===== config.mk =====
export PLATFORM = sky130hd
export DESIGN_NAME = dac_uart_frame_parser
export DESIGN_NICKNAME = d
export VERILOG_FILES = /design/src/rtl/dac_uart_pkg.sv /design/src/rtl/dac_uart_len_accum.sv /design/src/rtl/dac_uart_frame_parser.sv
export SDC_FILE = /design/constraint.sdc
export NUM_CORES = 1
export LEC_CHECK = 0
export ABC_CLOCK_PERIOD_IN_PS = 4200
export CAP_MARGIN = 20
export CELL_PAD_IN_SITES_DETAIL_PLACEMENT = 0
export CELL_PAD_IN_SITES_GLOBAL_PLACEMENT = 2
export CORE_ASPECT_RATIO = 1.5
export CORE_MARGIN = 2
export CORE_UTILIZATION = 34
export CTS_CLUSTER_DIAMETER = 40
export DETAILED_ROUTE_END_ITERATION = 12
export HOLD_SLACK_MARGIN = 0.12
export PLACE_DENSITY_LB_ADDON = 0.3
export SYNTH_ARGS = -nofsm -noshare
export SYNTH_HDL_FRONTEND = slang
export SYNTH_SLANG_ARGS = --single-unit

===== constraint.sdc =====
create_clock -name CLK100MHZ -period 4.2 [get_ports CLK100MHZ]
set_input_delay 0.84 -clock CLK100MHZ [delete_from_list [all_inputs] [get_ports CLK100MHZ]]
set_output_delay 0.84 -clock CLK100MHZ [all_outputs]
set_load 0.005 [all_outputs]

===== src/rtl/dac_uart_pkg.sv =====
// Shared constants and enumerations for the DAC8734 UART command framer.
package dac_uart_pkg;

    localparam logic [7:0] HASH = 8'h23;
    localparam logic [7:0] BANG = 8'h21;
    localparam logic [7:0] CR   = 8'h0D;
    localparam logic [7:0] LF   = 8'h0A;
    localparam logic [7:0] ZERO = 8'h30;
    localparam logic [7:0] NINE = 8'h39;

    typedef enum logic [3:0] {
        S_IDLE     = 4'd0,
        S_BIN_NDIG = 4'd1,
        S_BIN_LEN  = 4'd2,
        S_BIN_DATA = 4'd3,
        S_STR_LEN  = 4'd4,
        S_STR_DATA = 4'd5,
        S_TERM_CR  = 4'd6,
        S_TERM_LF  = 4'd7,
        S_DISCARD  = 4'd8
    } parser_state_e;

    typedef enum logic [2:0] {
        ERR_NONE      = 3'd0,
        ERR_BAD_NDIG  = 3'd1,
        ERR_BAD_DIGIT = 3'd2,
        ERR_LEN_RANGE = 3'd3,
        ERR_BAD_TERM  = 3'd4,
        ERR_TIMEOUT   = 3'd5
    } err_code_e;

    function automatic logic is_ascii_digit(input logic [7:0] b);
        return (b >= ZERO) && (b <= NINE);
    endfunction

endpackage


===== src/rtl/dac_uart_len_accum.sv =====
// Decimal length accumulator (len = len*10 + d) with a sticky overflow flag above MAX_VAL.
module dac_uart_len_accum #(
    parameter int MAX_VAL = 16,
    parameter int W       = $clog2(MAX_VAL + 1)
) (
    input  logic         clk,
    input  logic         rst_n,
    input  logic         clear,
    input  logic         acc_en,
    input  logic [3:0]   digit,
    output logic [W-1:0] next_value,
    output logic         next_overflow
);

    logic [W-1:0] value_r;
    logic         overflow_r;
    logic [W+3:0] prod_s;

    // Next value including the digit presented this cycle; the value freezes once it overflows.
    always_comb begin
        prod_s = ({4'b0000, value_r} << 3) + ({4'b0000, value_r} << 1) + {{W{1'b0}}, digit};
        if (overflow_r) begin
            next_value    = value_r;
            next_overflow = 1'b1;
        end else if (prod_s > (W+4)'(MAX_VAL)) begin
            next_value    = value_r;
            next_overflow = 1'b1;
        end else begin
            next_value    = prod_s[W-1:0];
            next_overflow = 1'b0;
        end
    end

    // Accumulator state, cleared outside the length-parsing states.
    always_ff @(posedge clk or negedge rst_n) begin
        if (!rst_n) begin
            value_r    <= {W{1'b0}};
            overflow_r <= 1'b0;
        end else if (clear) begin
            value_r    <= {W{1'b0}};
            overflow_r <= 1'b0;
        end else if (acc_en) begin
            value_r    <= next_value;
            overflow_r <= next_overflow;
        end
    end

endmodule


===== src/rtl/dac_uart_frame_parser.sv =====
// UART byte framer for binary (#<n><len><data>\r\n) and text (!<len><chars>\r\n) DAC commands.
// Optional inter-byte timeout is built when DAC_UART_PARSER_TIMEOUT_EN is defined.
module dac_uart_frame_parser
    import dac_uart_pkg::*;
#(
    parameter int MAX_BIN_BYTES  = 16,
    parameter int MAX_CMD_CHARS  = 16,
    parameter int TIMEOUT_CYCLES = 10_000_000
) (
    input  logic                               CLK100MHZ,
    input  logic                               resetn,
    input  logic                               rx_valid,
    input  logic [7:0]                         rx_data,
    output logic                               bin_valid,
    output logic [$clog2(MAX_BIN_BYTES+1)-1:0] bin_len,
    output logic [8*MAX_BIN_BYTES-1:0]         bin_data,
    output logic                               cmd_valid,
    output logic [$clog2(MAX_CMD_CHARS+1)-1:0] cmd_len,
    output logic [8*MAX_CMD_CHARS-1:0]         cmd_data,
    output logic                               frame_err,
    output logic [2:0]                         err_code,
    output logic                               busy
);

    localparam int ACC_MAX = (MAX_BIN_BYTES > MAX_CMD_CHARS) ? MAX_BIN_BYTES : MAX_CMD_CHARS;
    localparam int ACC_W   = $clog2(ACC_MAX + 1);
    localparam int LB      = $clog2(MAX_BIN_BYTES + 1);
    localparam int LC      = $clog2(MAX_CMD_CHARS + 1);

    parser_state_e          state_r;
    err_code_e              err_code_r;
    logic                   is_bin_r;
    logic [3:0]             ndig_r;
    logic [3:0]             dig_cnt_r;
    logic [ACC_W-1:0]       len_r;
    logic [ACC_W-1:0]       idx_r;
    logic [8*ACC_MAX-1:0]   work_r;
    logic [8*ACC_MAX-1:0]   masked_s;

    logic                   is_digit_s;
    logic                   acc_clear_s;
    logic                   acc_en_s;
    logic [ACC_W-1:0]       acc_next_s;
    logic                   acc_next_ovf_s;
    logic [ACC_W-1:0]       len_limit_s;
    logic                   len_bad_s;
    logic                   last_byte_s;
    parser_state_e          err_state_s;
    parser_state_e          start_state_s;
    logic                   tmo_hit_s;

    assign busy     = (state_r != S_IDLE);
    assign err_code = err_code_r;

    dac_uart_len_accum #(
        .MAX_VAL (ACC_MAX),
        .W       (ACC_W)
    ) u_len_accum (
        .clk           (CLK100MHZ),
        .rst_n         (resetn),
        .clear         (acc_clear_s),
        .acc_en        (acc_en_s),
        .digit         (rx_data[3:0]),
        .next_value    (acc_next_s),
        .next_overflow (acc_next_ovf_s)
    );

    // Byte classification, length range check and shared next-state choices.
    always_comb begin
        is_digit_s  = is_ascii_digit(rx_data);
        acc_clear_s = (state_r != S_BIN_LEN) && (state_r != S_STR_LEN);
        acc_en_s    = rx_valid && !acc_clear_s && is_digit_s;
        if (state_r == S_STR_LEN) begin
            len_limit_s = ACC_W'(MAX_CMD_CHARS);
        end else begin
            len_limit_s = ACC_W'(MAX_BIN_BYTES);
        end
        len_bad_s   = acc_next_ovf_s || (acc_next_s == {ACC_W{1'b0}}) || (acc_next_s > len_limit_s);
        last_byte_s = ((idx_r + ACC_W'(1)) == len_r);
        if (rx_data == LF) begin
            err_state_s = S_IDLE;
        end else begin
            err_state_s = S_DISCARD;
        end
        if (rx_data == HASH) begin
            start_state_s = S_BIN_NDIG;
        end else if (rx_data == BANG) begin
            start_state_s = S_STR_LEN;
        end else begin
            start_state_s = S_IDLE;
        end
    end

    // Working buffer with bytes at or beyond len forced to zero for delivery.
    always_comb begin
        masked_s = {(8*ACC_MAX){1'b0}};
        for (int i = 0; i < ACC_MAX; i++) begin
            if (ACC_W'(i) < len_r) begin
                masked_s[8*i +: 8] = work_r[8*i +: 8];
            end else begin
                masked_s[8*i +: 8] = 8'h00;
            end
        end
    end

`ifdef DAC_UART_PARSER_TIMEOUT_EN
    localparam int TMO_W = $clog2(TIMEOUT_CYCLES + 1);

    logic [TMO_W-1:0] tmo_cnt_r;

    assign tmo_hit_s = (state_r != S_IDLE) && !rx_valid &&
                       (tmo_cnt_r == TMO_W'(TIMEOUT_CYCLES - 32'sd1));

    // Idle-gap counter: restarts on each byte, parked at zero outside a frame.
    always_ff @(posedge CLK100MHZ or negedge resetn) begin
        if (!resetn) begin
            tmo_cnt_r <= {TMO_W{1'b0}};
        end else if ((state_r == S_IDLE) || rx_valid || tmo_hit_s) begin
            tmo_cnt_r <= {TMO_W{1'b0}};
        end else begin
            tmo_cnt_r <= tmo_cnt_r + TMO_W'(1);
        end
    end
`else
    logic unused_tmo_s;

    // TIMEOUT_CYCLES has no function without the timeout counter.
    assign tmo_hit_s    = 1'b0;
    assign unused_tmo_s = (TIMEOUT_CYCLES == 32'sd0);
`endif

    // Parser FSM with registered strobes, held frame outputs and error reporting.
    always_ff @(posedge CLK100MHZ or negedge resetn) begin
        if (!resetn) begin
            state_r    <= S_IDLE;
            err_code_r <= ERR_NONE;
            is_bin_r   <= 1'b0;
            ndig_r     <= 4'd0;
            dig_cnt_r  <= 4'd0;
            len_r      <= {ACC_W{1'b0}};
            idx_r      <= {ACC_W{1'b0}};
            work_r     <= {(8*ACC_MAX){1'b0}};
            bin_valid  <= 1'b0;
            bin_len    <= {LB{1'b0}};
            bin_data   <= {(8*MAX_BIN_BYTES){1'b0}};
            cmd_valid  <= 1'b0;
            cmd_len    <= {LC{1'b0}};
            cmd_data   <= {(8*MAX_CMD_CHARS){1'b0}};
            frame_err  <= 1'b0;
        end else begin
            bin_valid <= 1'b0;
            cmd_valid <= 1'b0;
            frame_err <= 1'b0;
            if (tmo_hit_s) begin
                frame_err  <= 1'b1;
                err_code_r <= ERR_TIMEOUT;
                state_r    <= S_IDLE;
            end else if (rx_valid) begin
                case (state_r)
                    S_IDLE: begin
                        is_bin_r <= (rx_data == HASH);
                        state_r  <= start_state_s;
                    end
                    S_BIN_NDIG: begin
                        if (is_digit_s && (rx_data != ZERO)) begin
                            ndig_r    <= rx_data[3:0];
                            dig_cnt_r <= 4'd0;
                            state_r   <= S_BIN_LEN;
                        end else begin
                            frame_err  <= 1'b1;
                            err_code_r <= ERR_BAD_NDIG;
                            state_r    <= err_state_s;
                        end
                    end
                    S_BIN_LEN, S_STR_LEN: begin
                        if (!is_digit_s) begin
                            frame_err  <= 1'b1;
                            err_code_r <= ERR_BAD_DIGIT;
                            state_r    <= err_state_s;
                        end else if ((state_r == S_BIN_LEN) && ((dig_cnt_r + 4'd1) != ndig_r)) begin
                            dig_cnt_r <= dig_cnt_r + 4'd1;
                        end else if (len_bad_s) begin
                            frame_err  <= 1'b1;
                            err_code_r <= ERR_LEN_RANGE;
                            state_r    <= err_state_s;
                        end else begin
                            len_r   <= acc_next_s;
                            idx_r   <= {ACC_W{1'b0}};
                            state_r <= (state_r == S_BIN_LEN) ? S_BIN_DATA : S_STR_DATA;
                        end
                    end
                    S_BIN_DATA, S_STR_DATA: begin
                        work_r[{idx_r, 3'b000} +: 8] <= rx_data;
                        idx_r <= idx_r + ACC_W'(1);
                        if (last_byte_s) begin
                            state_r <= S_TERM_CR;
                        end
                    end
                    S_TERM_CR: begin
                        if (rx_data == CR) begin
                            state_r <= S_TERM_LF;
                        end else begin
                            frame_err  <= 1'b1;
                            err_code_r <= ERR_BAD_TERM;
                            state_r    <= err_state_s;
                        end
                    end
                    S_TERM_LF: begin
                        if (rx_data == LF) begin
                            state_r <= S_IDLE;
                            if (is_bin_r) begin
                                bin_valid <= 1'b1;
                                bin_len   <= LB'(len_r);
                                bin_data  <= masked_s[8*MAX_BIN_BYTES-1:0];
                            end else begin
                                cmd_valid <= 1'b1;
                                cmd_len   <= LC'(len_r);
                                cmd_data  <= masked_s[8*MAX_CMD_CHARS-1:0];
                            end
                        end else begin
                            frame_err  <= 1'b1;
                            err_code_r <= ERR_BAD_TERM;
                            // A frame opener here starts a new frame instead of being discarded.
                            if ((rx_data == HASH) || (rx_data == BANG)) begin
                                is_bin_r <= (rx_data == HASH);
                                state_r  <= start_state_s;
                            end else begin
                                state_r  <= err_state_s;
                            end
                        end
                    end
                    S_DISCARD: begin
                        if (rx_data == LF) begin
                            state_r <= S_IDLE;
                        end
                    end
                    default: begin
                        state_r <= S_IDLE;
                    end
                endcase
            end
        end
    end

endmodule


Word level (Yosys, flattened, before mapping)
Cells that the tools add are included.
W data, S select, Z words.
{"block": "word_totals", "ff_bits": 429, "latch_bits": 0, "ramBits": 0, "rom_bits": 0, "mem_count": 0}
{"block": "classes", "addsub": 5, "n_mul": 0, "div": 0, "magnitude_cmp": 20, "n_eq_ne": 30, "shifts": 2, "n_mux": 73, "n_bitwise": 3, "n_reduce_logical": 30}
{"cell": "$bwmux W128", "count": 1}
{"cell": "$mux W8", "count": 16}
{"cell": "$shift A8 B10 Y128 const A", "count": 1}
{"cell": "$shiftx A8 B10 Y128", "count": 1}
{"cell": "$mux W4", "count": 14}
{"cell": "$lt A4 B5 Y1 const A", "count": 8}
{"cell": "$mux W5", "count": 7}
{"cell": "$pmux W4 S7", "count": 1}
{"cell": "$mux W3", "count": 8}
{"cell": "$ne A2 B2 Y1 const B", "count": 11}
{"cell": "$mux W1", "count": 21}
{"cell": "$lt A3 B5 Y1 const A", "count": 4}
{"cell": "$eq A4 B3 Y1 const B", "count": 4}
{"cell": "$eq A8 B4 Y1 const B", "count": 2}
{"cell": "$eq A8 B6 Y1 const B", "count": 2}
{"cell": "$reduce_and A4 Y1", "count": 4}
{"cell": "$reduce_and A5 Y1", "count": 3}
{"cell": "$pmux W3 S4", "count": 1}
{"cell": "$lt A1 B5 Y1 const A", "count": 2}
{"cell": "$lt A2 B5 Y1 const A", "count": 2}
{"cell": "$neg A8 Y10", "count": 1}
{"cell": "$pmux W5 S2", "count": 1}
{"cell": "$add A8 B6 Y9", "count": 1}
{"cell": "$add A9 B4 Y9", "count": 1}
{"cell": "30 further kinds", "count": 46}

Longest topological paths before layout
Gate-level depths: netlist (run 1).
{"block": "logic_depth", "word_depth": 13, "mapped_depth": 11, "ltp_nobuf": 10}

Hierarchy
A second synthesis (run 1) with hierarchy kept.
{"block": "hier_totals", "hier_cells": 1754, "area_unflattened_um2": 17553.1}
{"mod": "dac_uart_frame_parser", "instances": 1, "cells_per_inst": 1692, "area_each_um2": 16947.5}
{"mod": "dac_uart_len_accum", "instances": 1, "cells_per_inst": 62, "area_each_um2": 605.6}

Least setup slack after synthesis (run 1)
No wires, ideal clock.
{"block": "synth_timing", "path_kind": "input-to-reg", "from": "input rx_data[3]", "to": "register len_r[0]", "setup_ns": 0.125, "t_arrival_ns": 3.650, "t_required_ns": 4.075, "setup_slack_ns": 0.425, "stages": 10, "path_cell_list": "inv_1 -> fa_1 -> inv_1 -> fa_1 -> or4_4 -> nor4b_2 -> o31ai_2 -> or2_4 -> nand3b_4 -> mux2_4"}
{"block": "synth_via", "elab_chain_cells": 9, "word_cells_on_any_way": 15, "classes_between": "add/sub: 1; order compare: 4; mux: 4; bitwise: 1; reduce/logical: 5"}
{"element": "start: declaration", "line": "dac_uart_frame_parser.sv:13", "text": "input logic [7:0] rx_data,"}
{"element": "parallel branches: the longest is 9 deep, another holds $add A9 B4 Y9"}
{"element": "end signal: assignment", "line": "dac_uart_frame_parser.sv:140", "text": "len_r <= {ACC_W{1'b0}};"}
{"element": "end signal: assignment", "line": "dac_uart_frame_parser.sv:187", "text": "len_r <= acc_next_s;"}
{"element": "end: declaration", "line": "dac_uart_frame_parser.sv:35", "text": "logic [ACC_W-1:0] len_r;"}
Parallel ways; which one is timed is not known.
A chain may end at the register's enable or synchronous reset.

Final worst setup path (run 1)
{"block": "layout_timing", "from": "input rx_data[3]", "to": "register len_r[2]"}
The elaborated chain is that of the path after synthesis.

==> results of run 1 <==
[cell usage after synthesis, types with 4 or more instances]
library cell and n:
nand2b_1 9, xor2_1 5, nand2_1 521, nand4_1 6, nand3_1 39, or3_1 6, clkbuf_1 79, buf_1 10
ha_1 14, o211ai_1 5, and2_1 12, inv_1 38, a31oi_1 9, o31ai_1 28, a21oi_1 11, mux2_4 5
o21ai_0 351, xnor2_1 9, nand3b_1 5, o21a_1 4, or2_2 7, nor2_1 30, buf_2 22, nor3_1 11
mux2_2 48, dfrtp_1 429, a21o_1 5
[layout make-up]
cell class,count,area [µm²]
fill,5008,28400
sequential,429,10700
multi-input combinational,1194,6240
timing repair buffer,319,3210
clock buffer,66,1440
tap,676,846
clock inverter,19,298
inverter,38,143
[final timing paths]
path / from / to / slack (ns) / cells past startpoint
max: rx_data[3] / len_r[2]$_DFFE_PN0P_ / 0.44 / 11
min: resetn / cmd_data[82]$_DFFE_PN0P_ / 0.31 / 1
max reg2reg: u_len_accum.value_r[0]$_DFFE_PN0P_ / len_r[2]$_DFFE_PN0P_ / 0.77 / 10
min reg2reg: cmd_data[6]$_DFFE_PN0P_ / cmd_data[6]$_DFFE_PN0P_ / 0.48 / 2
max in group asynchronous: resetn / bin_data[1]$_DFFE_PN0P_ / 2.86 / 2
min in group CLK100MHZ: cmd_data[6]$_DFFE_PN0P_ / cmd_data[6]$_DFFE_PN0P_ / 0.48 / 2
[registers in the layout (all words and copies together) (netlist names), 3 cells and up]
signal               cells
bin_data               128
bin_len                  5
cmd_data               128
cmd_len                  5
dig_cnt_r                4
err_code                 3
idx_r                    5
len_r                    5
ndig_r                   4
state_r                  4
u_len_accum.value_r      5
work_r                 128
[kinds of logic (layout without fill, tap and decap cells)]
| logic type | count (synthesis) | after routing | synth area share [%] |
|---|---|---|---|
| AND/OR/NAND/NOR | 678 | 678 | 16.5 |
| flip-flops | 429 | 429 | 61.2 |
| adder cells (fa/ha/maj) | 16 | 16 | 1.23 |
| multiplexers | 55 | 55 | 3.62 |
| buffers and inverters | 150 | 442 | 3.39 |
| XOR/XNOR | 15 | 15 | 0.827 |
| AO/OA/AOI/OAI | 430 | 430 | 13.3 |
[through the flow]
step                      area, µm²  setup slack (ns)  power, mW
final                         22900             0.443       8.88
after global routing          22900             0.328       9.20
after CTS                     22900             0.461       9.02
after detailed placement      21200            -0.131       4.41
after global placement        21200           -0.0579       4.40
after floorplan               17500             0.425       4.25
[per-layer routing]
| layer | GRT usage [%] | part of all wire (%) | vias to the layer above |
|---|---|---|---|
| met5 | 0 | 0 | - |
| met4 | 6.46 | 2.9 | 0 |
| met3 | 2.56 | 3.5 | 91 |
| met2 | 38.3 | 53 | 304 |
| met1 | 26.0 | 41 | 6655 |
| li1 | - | - | 6448 |
[critical path, delay by kind of cell]
kind / cells / cell delay, ns
compound gates: 1 / 0.15
fa+ha+maj: 2 / 1.03
buf+inv: 3 / 0.61
mux: 1 / 0.32
simple gates: 4 / 1.23
[power by group]
group / internal (mW) / leakage (nW) / switching, mW / total (mW)
clock: 2.82 / 0.839 / 1.73 / 4.56
sequential: 4.14 / 5.87 / 0.00362 / 4.14
combinational: 0.0432 / 3.24 / 0.143 / 0.186
==> results.md, run 1 <==
- Row count: approximately 100
- Min Tclk post-route: approximately 3.8 ns
- Vias: 13500
- Avg Inst Size Synth: approximately 10 µm²
- Yosys warnings: 0
- Hold buffers post-CTS: 0
- # diodes: 0
- Drt first pass iters: 5
- Initial antenna violation count: 1
- RSZ-0062 raised after global routing: false
- Final GP Congestion: 0.796
- Max incr delay on CP: roughly 0.53 ns
- Status: completed
- Slew at the pin with the worst max-slew slack: 0.992 ns
- Final Hold Fails: 0
- Yosys cell types: 62
- Worst rel slew slack: between 30% and 40%
- Pleak: 9.95 nW
- Primary FF master, synth: dfrtp_1
- FFs w/ async S/R, synth: 100%
- CP Launch Type: input pin
- Overall routed net length: between 50000 and 60000 µm
- Clk slew on worst S/H paths: approximately 0.06 ns
- CTS H-Tree Depth: 2
- Placed cell count: 2656
- Max Cap Violations: 0
- TritonCTS buffer count: 50
- DRT iter0 DRCs: between 800 and 900
- Via/cell ratio: about 4.9
- Max Clk Rate: roughly 270 MHz
- Worst hold-check path type: input pin to asynchronous set/reset pin
- Synthesized net count: 1800
- Crit path kind: input pin to flip-flop
- Post-CTS sizing: 0
- ANT nets after route: 0
- Final setup viols: 0
- Commonest non-fill, non-tap cell in the layout: nand2_1
- FF+latch count, synth: 429
- Number of enable flip-flop cells after synthesis: 0
- Starting Density: 34.2%
- Share of the synthesized area in the top cell type: approximately 60%
- Post-CTS Setup Inserts: 0
- Fin Setup TNS: 0 ns
- Hold slack: between 0.3 and 0.4 ns
- Layout net count: 2059
- Peak supply drop: between 300 and 400 µV
- Routed wire per std cell: 20.5 µm
- Die Height: 282 µm
- Core Area: just over 0.05 mm²
- Commonest non-fill, non-tap cells in the layout: 521 x nand2_1, 429 x dfrtp_1, 351 x o21ai_0
- Worst skew pair latency: between 0.5 and 0.6 ns
- Area growth syn-to-layout: 30.5%
- CP Data Required Time: around 4.6 ns
- Layout cell share with drive strength beyond 1: around 9.3%
- Fin cells: about 2700
- Biggest area consumer among synthesized cells: dfrtp_1
- GRT Total Usage: 21.0%
- Synthesized area: about 0.018 mm²
- Crit. End Element: flip-flop
- Synth area leaders: dfrtp_1 61%, nand2_1 11%, o21ai_0 10%, mux2_2 3.1%, clkbuf_1 1.7%
- Maximum number of pins on one net before global-route repair: ~140
- CTS tree: done
- Clock buffer depth: 3
- I/O pin total: approximately 280
- Seq/Total Area, Yosys: 61.2%
- Power Density: 388 mW/mm²
- Slowest CP cell: fa_1
- DP Wirelength: 39000 µm
- # DRC: 0
- Final core utilization: between 40% and 50%
- Crit path DAT: approximately 4.2 ns
- Final Skew: between 0.015 and 0.02 ns
- Remaining global-route overflow: 0
- DIE AREA: about 0.053 mm²
- Port bufs: 283
- Syn Inst Count: about 1800
- Clock tree sinks: 429
- CTS Root Cell: clkbuf_16
- CP max FO: 5
- Cell Chain, Critical Path: clkdlybuf4s50_1 > inv_1 > fa_1 > inv_1 > fa_1 > or4_4 > nor4b_2 > o31ai_2 > or2_4 > nand3b_4 > mux2_4
- Chip width: around 190 µm
- Pins Over Slew Limit: 0
- Vias in the first global route: between 10000 and 15000
- First-pass GRT wire length: 85100 µm
- Period Utilization, post-route: between 80% and 90%
(Power assumes the default switching activity.)
==> run 2, diff against run 1 <==
--- a/config.mk
+++ b/config.mk
@@ -11,8 +11,8 @@
 export CELL_PAD_IN_SITES_GLOBAL_PLACEMENT = 2
 export CORE_ASPECT_RATIO = 1.5
 export CORE_MARGIN = 2
-export CORE_UTILIZATION = 34
-export CTS_CLUSTER_DIAMETER = 40
+export CORE_UTILIZATION = 35
+export CTS_BUF_LIST = sky130_fd_sc_hd__clkbuf_4 sky130_fd_sc_hd__clkbuf_8
 export DETAILED_ROUTE_END_ITERATION = 12
 export HOLD_SLACK_MARGIN = 0.12
 export PLACE_DENSITY_LB_ADDON = 0.3
==> run 2 against run 1 <==
Net effect: fmax is 2.0% higher; hold slack got worse by 0.084 ns; cell count rose by 0.73%; first-iteration DRC count grew 16%; critical endpoint is now len_r[3]$_DFFE_PN0P_; die area down 2.8%; via count grew 0.78%.
==> results.md, run 2 (synthesized netlist as in run 1, its figures left out) <==
- Vias in the first global route: 14000
- Slew at the pin with the worst max-slew slack: 0.976 ns
- Crit path DAT: ~4.2 ns
- CP Data Required Time: approximately 4.7 ns
- Clock buffer depth: 3
- Layout net count: about 2100
- Min Tclk post-route: between 3 and 4 ns
- Final GP Congestion: a little over 0.8
- Final setup viols: 0
- Via/cell ratio: between 4 and 5
- DP Wirelength: 38900 µm
- Max Cap Violations: 0
- Routed wire per std cell: a little over 20 µm
- Clock tree sinks: 429
- Max Clk Rate: ~270 MHz
- Chip width: 187 µm
- Period Utilization, post-route: 87.7%
- CP max FO: 5
- Final Hold Fails: 0
- Post-CTS Setup Inserts: 0
- Peak supply drop: roughly 190 µV
- Layout cell share with drive strength beyond 1: a little over a tenth
- Worst hold-check path type: input pin to asynchronous set/reset pin
- Status: completed
- Worst skew pair latency: 0.62 ns
- Top flop regs: bin_data: 128 flops, cmd_data: 128 flops, work_r: 128 flops
- Total power draw: approximately 8 mW
- Commonest non-fill, non-tap cells in the layout: 521 x nand2_1, 429 x dfrtp_1, 351 x o21ai_0
- I/O pin total: approximately 280
- Drt first pass iters: 5
- Die Height: between 200 and 300 µm
- TritonCTS buffer count: 70
- Hold buffers post-CTS: 0
- CTS H-Tree Depth: 3
- Final Skew: between 0.015 and 0.02 ns
- Power Density: approximately 350 mW/mm²
- Initial antenna violation count: 2
- DRT iter0 DRCs: between 900 and 1000
- Overall routed net length: ~56000 µm
- Worst rel slew slack: between 30% and 40%
- CTS Root Cell: clkbuf_8
- GRT Total Usage: between 20% and 30%
- Starting Density: 35.4%
- Final instance area: ~0.023 mm²
- Post-CTS sizing: 0
- Vias: about 14000
- DIE AREA: roughly 0.052 mm²
- CTS tree: done
- Maximum number of pins on one net before global-route repair: 101
- # DRC: 0
- Port bufs: approximately 280
- Core Area: about 0.05 mm²
- ANT nets after route: 0
- RSZ-0062 raised after global routing: false
- Row count: 100
- First-pass GRT wire length: about 85000 µm
- Area growth syn-to-layout: 28.8%
- Clk slew on worst S/H paths: approximately 0.060 ns
- Pins Over Slew Limit: 0
- Crit. End Element: flip-flop
- Crit path kind: input pin to flip-flop
- CP Launch Type: input pin
- Placed cell area: 0.0212 mm²
- Pleak: approximately 10 nW
- Remaining global-route overflow: 0
- Commonest non-fill, non-tap cell in the layout: nand2_1
run 2: cell count changes in the layout (fill, tap and decap cells not counted), sizes merged:
cell / previous run / this run
inv: 41 / 39
clkinvlp: 4 / 3
diode: 0 / 2
bufinv: 7 / 1
clkbuf: 66 / 102
clkinv: 5 / 4
buf: 37 / 42
run 2: power breakdown:
part           switching (mW)  leakage (nW)  internal (mW)  total (mW)
Combinational           0.141          3.28         0.0418       0.183
Sequential            0.00377          5.87           4.14        4.14
Clock                    1.67         0.727           2.03        3.70
run 2: cell type report:
cell class              count  area (µm²)
diodes                      2        5.00
multi-input cells        1194        6240
repair buffers            324        3270
well taps                 663         830
clock buffers             102        1300
fillers                  4876       26900
flip-flops and latches    429       10700
clock inverters             9        81.3
inverters                  38         143
run 2: path summary, 6_finish.rpt:
kind                                                     from                  endpoint  slack, ns  cells after the start
max                                                rx_data[3]      len_r[3]$_DFFE_PN0P_       0.52                     11
min                                                    resetn  bin_data[78]$_DFFE_PN0P_       0.22                      1
max reg2reg                u_len_accum.value_r[0]$_DFFE_PN0P_      len_r[3]$_DFFE_PN0P_       0.78                     10
min reg2reg                          bin_data[34]$_DFFE_PN0P_  bin_data[34]$_DFFE_PN0P_       0.47                      2
max in group asynchronous                              resetn   bin_data[6]$_DFFE_PN0P_       2.95                      2
min in group CLK100MHZ               bin_data[34]$_DFFE_PN0P_  bin_data[34]$_DFFE_PN0P_       0.47                      2
run 2: worst max-delay path, stage by stage:
cell and delay (ns):
clkdlybuf4s50_1 0.47, inv_1 0.07, fa_1 0.53, inv_1 0.07, fa_1 0.50, or4_4 0.46, a211oi_1 0.32, o31ai_2 0.14
or2_4 0.25, nand3b_4 0.20, mux2_4 0.32
run 2: per-stage QoR:
stage / utilization, % / worst slack, ns / std cells / hold WS [ns] / setup TNS, ns
2_1_floorplan: - / 0.425 / 1773 / 0.448 / 0
3_3_place_gp: 42.8 / -0.0518 / 2648 / 0.461 / -0.256
3_5_place_dp: 42.8 / -0.117 / 2648 / 0.469 / -0.855
4_1_cts: 45.6 / 0.554 / 2759 / 0.224 / 0
5_1_grt: 45.6 / 0.365 / 2760 / 0.264 / 0
6_report: 45.6 / 0.516 / 2761 / 0.223 / 0
run 2: routing by layer:
metal,track usage (%),up-vias,wire (µm)
li1,-,6499,-
met1,25.2,6642,22100
met2,38.8,357,29400
met3,3.28,103,2300
met4,8.81,2,1800
met5,0,-,13
